$ cat config.mk
export PLATFORM = sky130hd
export DESIGN_NAME = drum_dot_accumulator
export DESIGN_NICKNAME = d
export VERILOG_FILES = /design/src/rtl/drum_pkg.sv /design/src/rtl/drum_dot_accumulator.sv
export SDC_FILE = /design/constraint.sdc
export NUM_CORES = 1
export LEC_CHECK = 0
export CORE_MARGIN = 2
export CORE_UTILIZATION = 60
export DETAILED_ROUTE_END_ITERATION = 10
export GPL_TIMING_DRIVEN = 0
export HOLD_SLACK_MARGIN = 0.02
export PLACE_DENSITY = 0.87
export SETUP_SLACK_MARGIN = 0.5
export SYNTH_ARGS = -nofsm -noshare
export SYNTH_HDL_FRONTEND = slang
export SYNTH_SLANG_ARGS = --single-unit
$ cat constraint.sdc
create_clock -name clk -period 7.33 [get_ports clk]
set_input_delay 1.466 -clock clk [delete_from_list [all_inputs] [get_ports clk]]
set_output_delay 1.466 -clock clk [all_outputs]
set_load 0.005 [all_outputs]
$ cat src/rtl/drum_pkg.sv
// Shared width helpers for the DRUM multiplier family.
//   drum_prod_w : product width of an N x M DRUM multiplier (N+M)
//   drum_acc_w  : accumulator width that absorbs 2^LEN_W products without overflow
// Used by the accumulator, the multiplier wrapper and later MAC arrays.
package drum_pkg;

    function automatic int drum_prod_w(input int n, input int m);
        return n + m;
    endfunction

    function automatic int drum_acc_w(input int n, input int m, input int len_w);
        return n + m + len_w;
    endfunction

endpackage

$ cat src/rtl/drum_dot_accumulator.sv
// drum_dot_accumulator
// Sums a stream of DRUM products into one dot product per vector. A vector
// ends on in_last, or is closed early once it reaches 2^LEN_W beats. The
// finished sum sits in a one-entry output register until it is drained.
//
// Ports:
//   clk        - rising-edge clock
//   rst_n      - asynchronous active-low reset, discards any partial vector
//   in_valid   - product beat present
//   in_ready   - beat accepted this cycle when in_valid is also high
//   in_prod    - product, N+M bits (signed when SIGNED=1)
//   in_last    - beat closes the vector
//   out_valid  - result register holds a finished sum
//   out_ready  - downstream takes the result
//   out_sum    - dot product, N+M+LEN_W bits
//   out_len    - beats in the vector, 1..2^LEN_W
//   out_forced - vector closed by the length limit, not by in_last
module drum_dot_accumulator
    import drum_pkg::*;
#(
    parameter int N      = 16,
    parameter int M      = 16,
    parameter int LEN_W  = 8,
    parameter bit SIGNED = 1'b1
) (
    input  logic                                clk,
    input  logic                                rst_n,
    input  logic                                in_valid,
    output logic                                in_ready,
    input  logic [drum_prod_w(N, M)-1:0]        in_prod,
    input  logic                                in_last,
    output logic                                out_valid,
    input  logic                                out_ready,
    output logic [drum_acc_w(N, M, LEN_W)-1:0]  out_sum,
    output logic [LEN_W:0]                      out_len,
    output logic                                out_forced
);

    localparam int PW = drum_prod_w(N, M);
    localparam int AW = drum_acc_w(N, M, LEN_W);
    localparam int CW = LEN_W + 1;

    // Count value seen on the beat that fills the vector to 2^LEN_W.
    localparam logic [CW-1:0] CNT_LIMIT = {1'b0, {LEN_W{1'b1}}};

    logic [AW-1:0] acc_reg;
    logic [CW-1:0] cnt_reg;
    logic [AW-1:0] sum_reg;
    logic [CW-1:0] len_reg;
    logic          forced_reg;
    logic          valid_reg;

    logic [AW-1:0] ext_prod;
    logic [AW-1:0] sum_next;
    logic [CW-1:0] cnt_inc;
    logic          accept;
    logic          at_limit;
    logic          final_beat;
    logic          drain;

    // Widen the product bit by bit: low bits pass through, upper bits are
    // either copies of the product sign bit or zero.
    genvar gi;
    generate
        for (gi = 0; gi < AW; gi++) begin : g_ext
            if (gi < PW) begin : g_low
                assign ext_prod[gi] = in_prod[gi];
            end else if (SIGNED) begin : g_sign
                assign ext_prod[gi] = in_prod[PW-1];
            end else begin : g_zero
                assign ext_prod[gi] = 1'b0;
            end
        end
    endgenerate

    // Backpressure only while a result is waiting and not being taken.
    assign in_ready   = !valid_reg || out_ready;
    assign accept     = in_valid && in_ready;
    assign at_limit   = (cnt_reg == CNT_LIMIT);
    assign final_beat = accept && (in_last || at_limit);
    assign drain      = valid_reg && out_ready;

    assign sum_next   = acc_reg + ext_prod;
    assign cnt_inc    = cnt_reg + CW'(1);

    // Running accumulator and beat counter.
    always_ff @(posedge clk or negedge rst_n) begin
        if (!rst_n) begin
            acc_reg <= '0;
            cnt_reg <= '0;
        end else if (final_beat) begin
            acc_reg <= '0;
            cnt_reg <= '0;
        end else if (accept) begin
            acc_reg <= sum_next;
            cnt_reg <= cnt_inc;
        end
    end

    // Result register. A final beat arriving while the old result drains
    // overwrites it directly, so valid never drops between results.
    always_ff @(posedge clk or negedge rst_n) begin
        if (!rst_n) begin
            sum_reg    <= '0;
            len_reg    <= '0;
            forced_reg <= 1'b0;
            valid_reg  <= 1'b0;
        end else if (final_beat) begin
            sum_reg    <= sum_next;
            len_reg    <= cnt_inc;
            forced_reg <= !in_last;
            valid_reg  <= 1'b1;
        end else if (drain) begin
            valid_reg  <= 1'b0;
        end
    end

    assign out_valid  = valid_reg;
    assign out_sum    = sum_reg;
    assign out_len    = len_reg;
    assign out_forced = forced_reg;

endmodule

; After elaboration in Yosys (flattened, before gate mapping)
; Cells that the tools add are included.
; Widths: inputs -> output; s select.
[op_classes]
shift = 0
div = 0
bitwise = 0
n_addsub = 2
n_mux = 6
eq_ne = 1
n_reduce_logical = 9
mul = 0
magnitude_cmp = 0
[ops]
columns = cell, count
row1 = $mux 40, 2
row2 = $add 40x40->40, 1
row3 = $mux 9, 2
row4 = $add 9x1->9 const B, 1
row5 = $eq 9x8->1 const B, 1
row6 = $reduce_bool 2->1, 2
row7 = $logic_and 1x1->1, 3
row8 = $logic_not 1->1, 2
row9 = $logic_or 1x1->1, 2
row10 = $mux 1, 2
[word_totals]
input_bits = 37
mem_count = 0
elab_cells = 24
mem_bits_rw = 0
romBits = 0
register_bits = 100
latchBits = 0

; Logic depth before layout (Yosys ltp)
; Gate-level depths: netlist (run 1).
[depth]
depth_word = 5
mapped_depth = 11
ltp_nobuf = 11

; Worst setup path before layout (run 1)
; No wires, ideal clock.
[synth_timing]
kind = in2reg
from = in in_prod[0]
to = reg sum_reg[28], in the netlist out_sum[28]
path_buffers = 0
arrival_ns = 3.600
path_slack_ns = 3.605
path_stages = 10
t_required_ns = 7.205
cell_sequence = ha_1 fa_1 a21o_1 a221o_1 o211ai_2 o21ai_2 a21oi_2 o21ai_1 xor2_1 mux2_2
[synth_via]
elab_chain_len = 1
[synth_lines]
columns = item, line
row1 = "start, declared", drum_dot_accumulator.sv:30  ; input logic [drum_prod_w(N, M)-1:0] in_prod,
row2 = $add 40x40->40, drum_dot_accumulator.sv:83  ; assign sum_next = acc_reg + ext_prod;
row3 = "end signal, assigned", drum_dot_accumulator.sv:109  ; sum_reg <= sum_next;
row4 = "end, declared", drum_dot_accumulator.sv:48  ; logic [AW-1:0] sum_reg;
; Every way passes these cells.
; A chain may end at the register's enable or synchronous reset.

; Final worst setup path (run 1)
[layout_timing]
from = in in_prod[31]
to = reg acc_reg[38]
[layout_via]
elab_chain_len = 3
[layout_lines]
columns = item, line
row1 = $add 40x40->40, drum_dot_accumulator.sv:83
row2 = $mux 40, drum_dot_accumulator.sv:94  ; end else if (accept) begin
row3 = $mux 40, drum_dot_accumulator.sv:91  ; end else if (final_beat) begin
row4 = "end signal, assigned", drum_dot_accumulator.sv:95  ; acc_reg <= sum_next;
row5 = "end, declared", drum_dot_accumulator.sv:46  ; logic [AW-1:0] acc_reg;
; Every way passes these cells. The select of a mux whose other input is x is not followed.

==> reports/results.tsv, run 1 <==
stage	metric	value	unit
critical_path	crit_type	primary input to flip-flop	
drt	avgRoutedWirePerCell	18.25	microns
floorplanning	dieWidth	105.9	microns
cts	hold_buffers	0	
drt	drt_pass1_iterations	5	
drt	met1_length	7.395	mm
global_route	grt_use_total	30.99	%
sta	skew	0.008215	ns
finish	final_common_cell	nand2_1	
critical_path	cp.arrival	4.62	ns
logic_synthesis	yosys_warnings	0	
drt	drc	0	
worst_hold_path	hp-class	flip-flop to flip-flop	
global_route	grt_max_degree	70	
drt	vias_per_cell	6.111	
cts	cts_resized	0	
floorplanning	num_rows	37	
finish	drive_above_1_share	7.134	%
drt	topRoutingLayerUsed	met4	
cts	numCtsBuffers	9	
place	dp_hpwl	12.63	mm
finish	fillers	792	
cts	cts-root-buf	clkbuf_8	
floorplanning	ios	89	
global_route	grt_pass1_vias	5502	
critical_path	critical_path.startpoint_type	primary input	
logic_synthesis	synth_ff_type	dfrtp_1	
cts	cts_setup_buffers	0	
finish	area_growth	20.00	%
logic_synthesis	synth_edf_count	0	
critical_path	cp-end-kind	flip-flop	
drt	wl_met2	8.029	mm
place	port_buffers	88	
floorplanning	die_height	105.9	microns
sta	finalHoldViolCount	0	
global_route	grt_overflow_total	0	
drt	routed_wl	16.81	mm
logic_synthesis	avgSynthCellArea	9.129	sq um
logic_synthesis	synth_nets	761	
finish	fin_cells	921	
floorplanning	fp.coreArea	10180	sq um
cts	cts_tree	yes	
place	globalplace.congestion	0.8961	
flow_run	cap_viol_max_count	0	
power_and_ir_drop	power_density	383.6	nW/um^2
cts	clk_latency	0.38	ns
sta	fmax	228.0	MHz
logic_synthesis	yosysUniqueCellTypes	64	
finish	final_cell_mix	nand2_1, dfrtp_1, clkdlybuf4s50_1	
logic_synthesis	syn_inst	682	
drt	drt-initial-drc-count	332	
status	outcome	finished, final reports clean	
place	place_inst	907	
drt	wl_met3	870	microns
sta	rsz0062_at_grt	false	
sta	slew-limit-headroom	44.71	%
finish	n_antenna_cell	0	
critical_path	cp_max_fo	13	
global_route	antenna_found_initial	0	
power_and_ir_drop	ir_worst_vdd	260.0	uV
logic_synthesis	async_flop_share	100.0	%
sta	fin_crit	4.386	ns
floorplanning	initial_core_util	61.13	%
global_route	grt_pass1_wl	27.41	mm
cts	clock_sinks	100	
cts	clockBufferDepth	2	
sta	timing.final.crit_share	59.83	%
cts	htreeDepth	3	
cts	cts.clk_slew.worst_paths	0.10	ns
logic_synthesis	synth_seq_cells	100	
drt	ant_nets	0	
sta	setup_viol	0	
critical_path	cp.required	7.57	ns
sta	worstMarginPinSlew	0.8248	ns
sta	tns	0	ns
drt	num_vias	5628	
floorplanning	die_area	11210	sq um
power_and_ir_drop	finalPower	2.866	mW
logic_synthesis	synth_area	6226	sq um
logic_synthesis	ys_seq_area_share	40.19	%
sta	maxSlewViolCount	0	
power_and_ir_drop	p_leak	3.365	nW
finish	nets	861	
logic make-up (layout without fill, tap and decap cells):
| group | after synthesis | after routing | share of synthesized area [%] |
|---|---|---|---|
| xor gates and xnor gates | 39 | 39 | 5.707 |
| buffers and inverters | 43 | 146 | 2.773 |
| muxes | 18 | 18 | 3.215 |
| DFF | 100 | 100 | 40.19 |
| and+or+nand+nor | 233 | 233 | 16.86 |
| adders and majority gates | 42 | 42 | 8.561 |
| AOI/OAI and AO/OA | 207 | 207 | 22.69 |
where the power goes:
group / switching [mW] / total [mW] / internal [mW]
Clock: 0.195 / 0.324 / 0.129
Combinational: 0.906 / 1.65 / 0.747
Sequential: 0.129 / 0.889 / 0.760
Total: 1.23 / 2.87 / 1.64
layout make-up:
class	count	area [sq um]	area share [%]
sequential	100	2502	33.50
clock buffer	10	137.6	1.842
tap	136	170.2	2.278
buffer	36	146.4	1.959
inverter	7	26.28	0.3517
multi-input combinational	539	3556	47.60
timing repair buffer	89	905.9	12.13
clock inverter	4	26.28	0.3517
cell usage after synthesis (3+ instances only):
cell / number / area share (%)
a21o_1: 16 / 1.9
o21bai_1: 6 / 0.72
nand3_1: 19 / 1.5
a22o_1: 36 / 5.1
a21oi_1: 50 / 4.0
clkbuf_1: 28 / 1.7
nand2b_1: 6 / 0.60
nor2_1: 38 / 2.3
dfrtp_1: 100 / 40
nand2_1: 119 / 7.2
o21ai_1: 10 / 0.80
and3_1: 11 / 1.1
inv_1: 7 / 0.42
nor4_1: 4 / 0.40
xnor2_1: 22 / 3.1
nand4_1: 13 / 1.3
o21a_1: 3 / 0.36
mux2_2: 16 / 2.9
ha_1: 41 / 8.2
buf_2: 6 / 0.48
xor2_1: 16 / 2.3
o211ai_1: 4 / 0.48
nor3_1: 9 / 0.72
o21ai_0: 42 / 3.4
o31ai_1: 7 / 0.84
a31oi_1: 4 / 0.40
critical path, cell delays in order:
cell	delay (ns)
clkdlybuf4s50_1	0.72
ha_1	0.45
clkbuf_1	0.32
nand3_1	0.18
nor4_1	0.48
o211ai_1	0.29
a21oi_1	0.35
mux2i_1	0.21
o311ai_0	0.15
stage by stage:
step / setup slack, ns / hold slack, ns / instance area [sq um] / utilization (%)
6_report: 2.944 / 0.4793 / 7471 / 73.35
5_1_grt: 2.754 / 0.5174 / 7471 / 73.35
4_1_cts: 3.041 / 0.4845 / 7466 / 73.30
3_5_place_dp: 2.634 / 0.4619 / 7302 / 71.70
3_3_place_gp: 1.174 / 0.4597 / 7277 / 71.45
2_1_floorplan: 3.605 / 0.4526 / 6226 / -
metal layers:
layer	track usage, %	vias up
met1	41.43	2742
met2	49.49	172
met4	11.56	0
li1	-	2673
met3	6.926	41
met5	0	-
worst paths after layout:
path	startpoint	to	slack, ns	depth (start not counted)
max in group asynchronous	rst_n	out_len[2]$_DFFE_PN0P_	5.62	2
max reg2reg	cnt_reg[0]$_DFFE_PN0P_	out_sum[18]$_DFFE_PN0P_	3.93	10
min reg2reg	out_sum[22]$_DFFE_PN0P_	out_sum[22]$_DFFE_PN0P_	0.48	2
min	out_sum[22]$_DFFE_PN0P_	out_sum[22]$_DFFE_PN0P_	0.48	2
max	in_prod[31]	acc_reg[38]$_DFFE_PN0P_	2.94	9
min in group asynchronous	rst_n	out_sum[18]$_DFFE_PN0P_	1.02	1
Power figures use the tool's default switching activity.
==> run 2: changes to the inputs <==
--- a/config.mk
+++ b/config.mk
@@ -6,11 +6,11 @@
 export NUM_CORES = 1
 export LEC_CHECK = 0
 export CORE_MARGIN = 2
-export CORE_UTILIZATION = 60
+export CORE_UTILIZATION = 55
 export DETAILED_ROUTE_END_ITERATION = 10
 export GPL_TIMING_DRIVEN = 0
 export HOLD_SLACK_MARGIN = 0.02
-export PLACE_DENSITY = 0.87
+export PLACE_DENSITY = 0.8
 export SETUP_SLACK_MARGIN = 0.5
 export SYNTH_ARGS = -nofsm -noshare
 export SYNTH_HDL_FRONTEND = slang
==> constraint.sdc (replaced) <==
create_clock -name clk -period 4.5 [get_ports clk]
set_input_delay 0.9 -clock clk [delete_from_list [all_inputs] [get_ports clk]]
set_output_delay 0.9 -clock clk [all_outputs]
set_load 0.005 [all_outputs]
==> reports/results.tsv, run 2 (same netlist as run 1, synthesis figures left out) <==
stage	metric	value	unit	change
cts	cts.clk_slew.worst_paths	0.07	ns	-0.03 ns
finish	fin_cells	927		+0.65%
floorplanning	dieWidth	110.4	microns	+4.3%
place	port_buffers	88		unchanged
global_route	grt_pass1_vias	5421		-1.5%
critical_path	r2r-end	acc_reg[0]$_DFFE_PN0P_		
critical_path	slowest_stage	fa_1		
finish	n_antenna_cell	0		unchanged
place	dp_hpwl	12.65	mm	+0.16%
worst_hold_path	holdPathEnd	out_sum[3]$_DFFE_PN0P_		
global_route	grt_use_total	29.56	%	-1.4 points
finish	final_common_cell	nand2_1		
critical_path	slowest_delay	0.43	ns	-0.29 ns
cts	htreeDepth	3		unchanged
status	outcome	finished, final reports clean		
power_and_ir_drop	power.switching	2.027	mW	+65%
sta	finalHoldViolCount	0		unchanged
floorplanning	die_height	110.4	microns	+4.3%
cts	clk_latency	0.36	ns	-0.02 ns
power_and_ir_drop	p_int	2.976	mW	+82%
sta	skew	0.008163	ns	-0.00005252 ns
floorplanning	initial_core_util	56.93	%	-4.2 points
sta	fmax	277.5	MHz	
power_and_ir_drop	finalPower	5.003	mW	+75%
power_and_ir_drop	power_density	655.0	nW/um^2	+71%
power_and_ir_drop	clockPowerShare	17.4	%	+6.1 points
global_route	grt_max_degree	58		-17%
finish	area_growth	22.69	%	
critical_path	r2r_start	cnt_reg[0]$_DFFE_PN0P_		
worst_hold_path	hold_start	out_sum[3]$_DFFE_PN0P_		
floorplanning	fp.coreArea	10940	sq um	+7.4%
cts	numCtsBuffers	9		unchanged
global_route	grt_overflow_total	0		unchanged
drt	num_vias	5656		+0.50%
cts	cts_resized	0		unchanged
drt	drc	0		unchanged
flow_run	cap_viol_max_count	0		unchanged
critical_path	cp-end-kind	flip-flop		
power_and_ir_drop	comb_power_share	53.6	%	-4.1 points
finish	fillers	890		+12%
cts	cts_tree	yes		
place	globalplace.congestion	0.9335		+4.2%
critical_path	critical_path.startpoint_type	primary input		
sta	fin_crit	3.604	ns	
sta	rsz0062_at_grt	false		
floorplanning	ios	89		unchanged
sta	timing.final.crit_share	80.08	%	
sta	slew-limit-headroom	18.23	%	-26 points
critical_path	cp.arrival	3.85	ns	-0.77 ns
sta	worstMarginPinSlew	1.217	ns	+0.3923 ns
power_and_ir_drop	ir_worst_vdd	485.1	uV	+87%
cts	cts_setup_buffers	0		unchanged
critical_path	crit_start	in_prod[0]		
sta	maxSlewViolCount	0		unchanged
global_route	antenna_found_initial	0		unchanged
critical_path	cp.required	4.75	ns	-2.82 ns
power_and_ir_drop	pwr-share-seq	29.0	%	-2.0 points
global_route	grt_pass1_wl	27.37	mm	-0.15%
floorplanning	num_rows	38		+2.7%
drt	drt_pass1_iterations	5		unchanged
drt	drt-initial-drc-count	383		+15%
drt	avgRoutedWirePerCell	18.54	microns	+1.6%
power_and_ir_drop	p_leak	3.448	nW	+2.5%
critical_path	cp_cell_sequence	clkdlybuf4s50_1 -> ha_1 -> fa_1 -> a21o_1 -> a221o_1 -> o211ai_2 -> o21ai_1 -> o211ai_1 -> nand2_1 -> xor2_1 -> mux2_2		
finish	final_cell_mix	nand2_1, dfrtp_1, clkdlybuf4s50_1		
finish	drive_above_1_share	6.989	%	-0.15 points
critical_path	worst-r2r-cell-count	8		-2
worst_hold_path	hp-class	flip-flop to flip-flop		
finish	nets	861		unchanged
cts	clockBufferDepth	2		unchanged
place	place_inst	911		+0.44%
floorplanning	die_area	12190	sq um	+8.7%
critical_path	crit_type	primary input to flip-flop		
drt	ant_nets	0		unchanged
drt	routed_wl	17.19	mm	+2.2%
worst_hold_path	whs_path_depth	2		unchanged
critical_path	crit_buf_inv	1		-1
cts	hold_buffers	0		unchanged
critical_path	cp_top_family	compound AO/OA/AOI/OAI gates		
cts	clock_sinks	100		unchanged
drt	vias_per_cell	6.101		-0.15%
critical_path	r2r_slack	0.91	ns	-3.02 ns
cts	cts-root-buf	clkbuf_16		
sta	setup_viol	0		unchanged
power_and_ir_drop	swShare	40.52	%	-2.4 points
critical_path	cp_max_fo	6		-7
run 2: layout make-up:
type                            instances  area [sq um]  area share (%)
Clock inverter                          3         68.82          0.9009
Clock buffer                           13         260.3           3.407
Timing Repair Buffer                   89         908.4           11.89
Inverter                                7         26.28          0.3440
Tap cell                              140         175.2           2.293
Sequential cell                       100          2502           32.76
Multi-Input combinational cell        539          3551           46.49
Buffer                                 36         146.4           1.916
run 2: metal layers:
metal  vias to the layer above  routed length [microns]  GRT usage [%]
li1                       2682                        -              -
met1                      2770                     7898          40.44
met2                       178                     8049          46.71
met3                        26                      817          6.055
met4                         0                      425          10.36
met5                         -                        0              0
run 2: worst max path at each step:
stage,end,slack [ns],cells past startpoint
floorplan,out_sum[28]$_DFFE_PN0P_,1.34,10
global placement,out_sum[36]$_DFFE_PN0P_,-1.17,1
detailed placement,out_sum[39]$_DFFE_PN0P_,0.38,11
CTS,out_sum[39]$_DFFE_PN0P_,0.76,11
global route,out_sum[27]$_DFFE_PN0P_,0.74,10
finish,out_sum[34]$_DFFE_PN0P_,0.90,11
run 2: per-stage QoR:
| stage | hold WS [ns] | worst slack (ns) | util (%) | instance area, sq um | TNS [ns] |
|---|---|---|---|---|---|
| 4_1_cts | 0.4848 | 0.7640 | 69.83 | 7636 | 0 |
| 3_5_place_dp | 0.4658 | 0.3833 | 66.82 | 7307 | 0 |
| 6_report | 0.4770 | 0.8965 | 69.85 | 7639 | 0 |
| 2_1_floorplan | 0.4526 | 1.341 | - | 6226 | 0 |
| 3_3_place_gp | 0.4606 | -1.174 | 66.59 | 7282 | -116.76 |
| 5_1_grt | 0.5011 | 0.7407 | 69.85 | 7639 | 0 |
run 2: power by group through the flow:
stage / sequential [mW] / clock, mW / combinational, mW
3_3_place_gp: 1.44 / 0 / 2.58
6_report: 1.45 / 0.870 / 2.68
3_5_place_dp: 1.46 / 0 / 2.63
5_1_grt: 1.49 / 0.916 / 2.95
4_1_cts: 1.45 / 0.875 / 2.66
2_1_floorplan: 1.43 / 0 / 1.76
run 2: tightest hold or removal path: stages (launching register included):
cell and delay [ns]:
dfrtp_1 0.34, nand2_1 0.05, nand2_1 0.06
